$ cat src/rtl/pulse_emitter.sv
// pulse_emitter: turns single-cycle request strobes into fixed-width high
// levels on line_out, each followed by a guaranteed low gap, so a downstream
// pulse tracer sees exactly one clean pulse per request. Requests that arrive
// while a pulse is in flight are queued in a saturating counter; a request
// that finds the queue full is dropped and flagged in a sticky overflow bit.
module pulse_emitter #(
  parameter int HOLD_LEN = 4,
  parameter int GAP_LEN  = 3,
  parameter int PEND_W   = 2
) (
  input  logic              clk,
  input  logic              rst_n,
  input  logic              pulse_in,
  input  logic              clr_ovf,
  output logic              line_out,
  output logic              busy,
  output logic [PEND_W-1:0] pending,
  output logic              overflow,
  output logic              tx_done
);

  localparam int MAXL = (HOLD_LEN > GAP_LEN) ? HOLD_LEN : GAP_LEN;
  localparam int CW   = (MAXL > 1) ? $clog2(MAXL) : 1;

  localparam logic [CW-1:0]     HOLD_LD  = CW'(HOLD_LEN - 1);
  localparam logic [CW-1:0]     GAP_LD   = CW'(GAP_LEN - 1);
  localparam logic [PEND_W-1:0] PEND_MAX = '1;

  localparam logic [1:0] IDLE = 2'd0;
  localparam logic [1:0] HIGH = 2'd1;
  localparam logic [1:0] GAP  = 2'd2;

  logic [1:0]    state;
  logic [CW-1:0] cnt;

  logic last_gap;
  logic queue_req;
  logic drop;

  // Last GAP edge: sequence completes and the next pulse may start here.
  // At every other busy edge a strobe goes to the queue instead.
  assign last_gap  = (state == GAP) && (cnt == '0);
  assign queue_req = pulse_in && ((state == HIGH) || ((state == GAP) && (cnt != '0)));
  assign drop      = queue_req && (pending == PEND_MAX);

  // busy is a decode of the state register only, never of inputs.
  assign busy = (state != IDLE);

  // Phase sequencer: IDLE -> HIGH (HOLD_LEN) -> GAP (GAP_LEN) -> next/IDLE.
  always_ff @(posedge clk or negedge rst_n) begin
    if (!rst_n) begin
      state    <= IDLE;
      cnt      <= '0;
      line_out <= 1'b0;
      tx_done  <= 1'b0;
    end else begin
      tx_done <= 1'b0;
      case (state)
        IDLE: begin
          if (pulse_in) begin
            state    <= HIGH;
            line_out <= 1'b1;
            cnt      <= HOLD_LD;
          end
        end
        HIGH: begin
          if (cnt != '0) begin
            cnt <= cnt - 1'b1;
          end else begin
            state    <= GAP;
            line_out <= 1'b0;
            cnt      <= GAP_LD;
          end
        end
        GAP: begin
          if (cnt != '0) begin
            cnt <= cnt - 1'b1;
          end else begin
            tx_done <= 1'b1;
            if ((pending != '0) || pulse_in) begin
              state    <= HIGH;
              line_out <= 1'b1;
              cnt      <= HOLD_LD;
            end else begin
              state <= IDLE;
            end
          end
        end
        default: begin
          state    <= IDLE;
          line_out <= 1'b0;
          cnt      <= '0;
        end
      endcase
    end
  end

  // Pending queue: saturating increment while busy; at the last GAP edge one
  // queued request is consumed, and a simultaneous strobe replaces it, so the
  // net count never grows there.
  always_ff @(posedge clk or negedge rst_n) begin
    if (!rst_n) begin
      pending <= '0;
    end else if (last_gap) begin
      if ((pending != '0) && !pulse_in) pending <= pending - 1'b1;
    end else if (queue_req && !drop) begin
      pending <= pending + 1'b1;
    end
  end

  // Sticky overflow; a drop on the same edge as clr_ovf keeps it set.
  always_ff @(posedge clk or negedge rst_n) begin
    if (!rst_n)       overflow <= 1'b0;
    else if (drop)    overflow <= 1'b1;
    else if (clr_ovf) overflow <= 1'b0;
  end

endmodule

$ cat config.mk
export PLATFORM = sky130hd
export DESIGN_NAME = pulse_emitter
export DESIGN_NICKNAME = d
export VERILOG_FILES = /design/src/rtl/pulse_emitter.sv
export SDC_FILE = /design/constraint.sdc
export NUM_CORES = 1
export LEC_CHECK = 0
export CAP_MARGIN = 20
export CELL_PAD_IN_SITES_DETAIL_PLACEMENT = 2
export CELL_PAD_IN_SITES_GLOBAL_PLACEMENT = 2
export CORE_UTILIZATION = 30
export CTS_BUF_LIST = sky130_fd_sc_hd__clkbuf_4 sky130_fd_sc_hd__clkbuf_8
export CTS_CLUSTER_DIAMETER = 80
export DETAILED_ROUTE_END_ITERATION = 8
export PLACE_DENSITY = 0.83
export SLEW_MARGIN = 5
export SYNTH_ARGS = -nofsm -noshare
export SYNTH_HDL_FRONTEND = slang
export SYNTH_SLANG_ARGS = --single-unit
$ cat constraint.sdc
create_clock -name clk -period 5.3 [get_ports clk]
set_clock_uncertainty 0.15 [all_clocks]
set_input_delay 1.06 -clock clk [delete_from_list [all_inputs] [get_ports clk]]
set_output_delay 1.06 -clock clk [all_outputs]
set_load 0.01 [all_outputs]
==> results of run 1 <==
==> worst max-delay path, stage by stage (launching register included) <==
cell and delay, ns:
dfrtp_1 0.50, or2_2 0.35, clkdlybuf4s50_1 0.48
==> final timing paths <==
| check | startpoint | endpoint | cells past startpoint |
|---|---|---|---|
| min in group asynchronous | rst_n | cnt[0] | 1 |
| max in group asynchronous | rst_n | state[1] | 1 |
| hold / removal | overflow | overflow | 1 |
| hold reg to reg | overflow | overflow | 1 |
| setup reg to reg | cnt[0] | cnt[0] | 5 |
| setup / recovery | state[1] | busy | 2 |
==> power by group <==
| group | switching, mW | leakage (nW) | internal, mW |
|---|---|---|---|
| clock | 0.0247 | 0.0184 | 0.0342 |
| combinational | 0.0731 | 0.168 | 0.0977 |
| sequential | 0.0420 | 0.110 | 0.0976 |
| total | 0.140 | 0.296 | 0.229 |
==> registers in the layout, summed over array words and instances (netlist names) <==
register  cells
cnt           2
pending       2
state         2
line_out      1
overflow      1
tx_done       1
==> kinds of logic (layout without fill, tap and decap cells) <==
logic type,count (synthesis),after routing
buffers and inverters,8,18
adders and majority gates,3,3
DFF,9,9
muxes,1,1
and+or+nand+nor,12,12
AOI/OAI and AO/OA,16,16
==> stage by stage <==
stage	std cells	setup WS (ns)	power, mW	cell area (um2)	util (%)
final	75	2.49	0.369	639	40.6
after global routing	75	2.42	0.403	639	40.6
after CTS	75	2.47	0.377	639	40.6
after floorplan	49	3.23	0.257	529	-
after detailed placement	71	2.58	0.315	609	38.7
after global placement	71	2.63	0.307	609	38.7
==> cells in the final DEF, fill, tap and decap left out, drive strengths merged, types with 2 or more instances in the layout <==
cell / n
a211oi: 2
o21ai: 2
inv: 5
o22ai: 3
and4bb: 2
or2: 2
clkdlybuf4s50: 9
dfrtp: 9
nand2: 2
ha: 2
clkbuf: 4
==> metal layers <==
| metal | up-vias | wire length, um | GRT usage (%) |
|---|---|---|---|
| met5 | - | 0 | 0 |
| met3 | 2 | 17 | 6.25 |
| met1 | 208 | 624 | 21.2 |
| li1 | 202 | - | - |
| met4 | 0 | 7 | 7.27 |
| met2 | 5 | 548 | 20.9 |
==> cell type report <==
class	count	area, um2	share of cell area (%)
Inverter	5	18.8	2.94
Sequential cell	9	225	35.2
Timing Repair Buffer	9	90.1	14.1
Multi-Input combinational cell	32	255	39.9
Tap cell	16	20.0	3.13
Clock buffer	4	30.0	4.70
==> qor.yml, run 1 <==
required_ns: 4.09
cellLeakagePower_nw: 0.296
synth_area_leader_cell: "dfrtp_1"
yosys_warnings: 0
grt_max_degree: 13
grt.total_usage_pct: 15.4
synth_simple_gate_area_share_pct: 16.5
synthCells: 49
cts_buffer_depth: 2
cts_setup_buffers: 0
synthArstFlopShare_pct: 100
wl_per_cell_um: 16.0
end_kind: "output port"
numClockSinks: 9
grt_pass1_vias: 399
cts_hold_buf: 0
clk_latency_ns: 0.26
rrSetupSlack_ns: 3.27
synth_top_family_by_area: "compound AO/OA/AOI/OAI gates"
status: "completed"
vias: 417
fp.dieArea_um2: 1940
maxSlewViolCount: 0
dp_hpwl_um: 861
cts_made_buffers: 3
fp.dieH_um: 44
rsz0062_at_grt: "no"
clkTransAtPathRegs_ns: 0.06
ys_types: 28
antenna_found_initial: 0
place.gp.congestion: 0.676
syn_avg_cell_area_um2: 10.8
area_growth_pct: 20.8
drv_cap: 0
setup_viol: 0
min_period_ns: 2.81
cts_repair_resize_count: 0
tightest_slew_ns: 0.439
hp-class: "reg2reg"
synth_top_area_share_pct: 42.6
synth_nets: 55
worstSetupPathType: "reg2out"
via_per_inst: 5.56
ir_drop_uv: 230
period_share_pct: 53.0
cts_max_level: 1
wl_um: 1200
final_nets: 66
synth_xor_area_share_pct: 0
cts_root_buffer: "clkbuf_4"
drtPass1Iterations: 5
synth_top_cells_by_count: "9 x dfrtp_1, 5 x inv_1, 3 x o22ai_1"
synth-compound-area-share_pct: 23.2
drtIter0Drc: 4
synth_edf_count: 0
synthAdderAreaFrac_pct: 6.62
relSlewSlack_pct: 70.7
grt-ovfl-total: 0
final_hold_viol_count: 0
io_buffers: 9
hold_ws_ns: 0.349
ant_nets: 0
muxShareOfSynthArea_pct: 1.89
ys_ff_latch: 9
fp.coreArea_um2: 1580
post_synth_main_area_contributors: "dfrtp_1 43%, and4bb_2 4.7%, ha_1 4.7%, buf_6 4.3%, inv_1 3.5%"
grt_pass1_wl_um: 2130
synth_flop_cell: "dfrtp_1"
drive_above_1_share_pct: 16.9
io_pins: 10
power_density_nw_per_um2: 577
cts_tree: "yes"
synth.most_common_cell: "dfrtp_1"
startpoint_type: "flop"
seq_area_frac_synth_pct: 42.6
antenna_cells: 0
cp.arrival_ns: 1.60
fillers: 174
fp-row-count: 14
setup-tns-final_ns: 0
drc: 0
critical_path.max_fanout: 12
timing.fmax_mhz: 356
fp.dieW_um: 44
syn_area_um2: 529
start_util_pct: 33.6
No activity file was read; power rests on OpenSTA's default activity.
==> inputs of run 2 (changes only) <==
- clock period: 5.3 -> 2.8 ns (I/O delays scaled with it)
==> results of run 2 <==
Same layout as run 1 (identical final DEF). Status: completed.
Main changes from that run: setup slack after placement 2.58 ns -> 0.581 ns; setup slack after layout 2.49 ns -> 0.491 ns; register-to-register setup slack 3.27 ns -> 0.77 ns; total power 0.369 mW -> 0.699 mW; worst IR drop on VDD 230 uV -> 435 uV
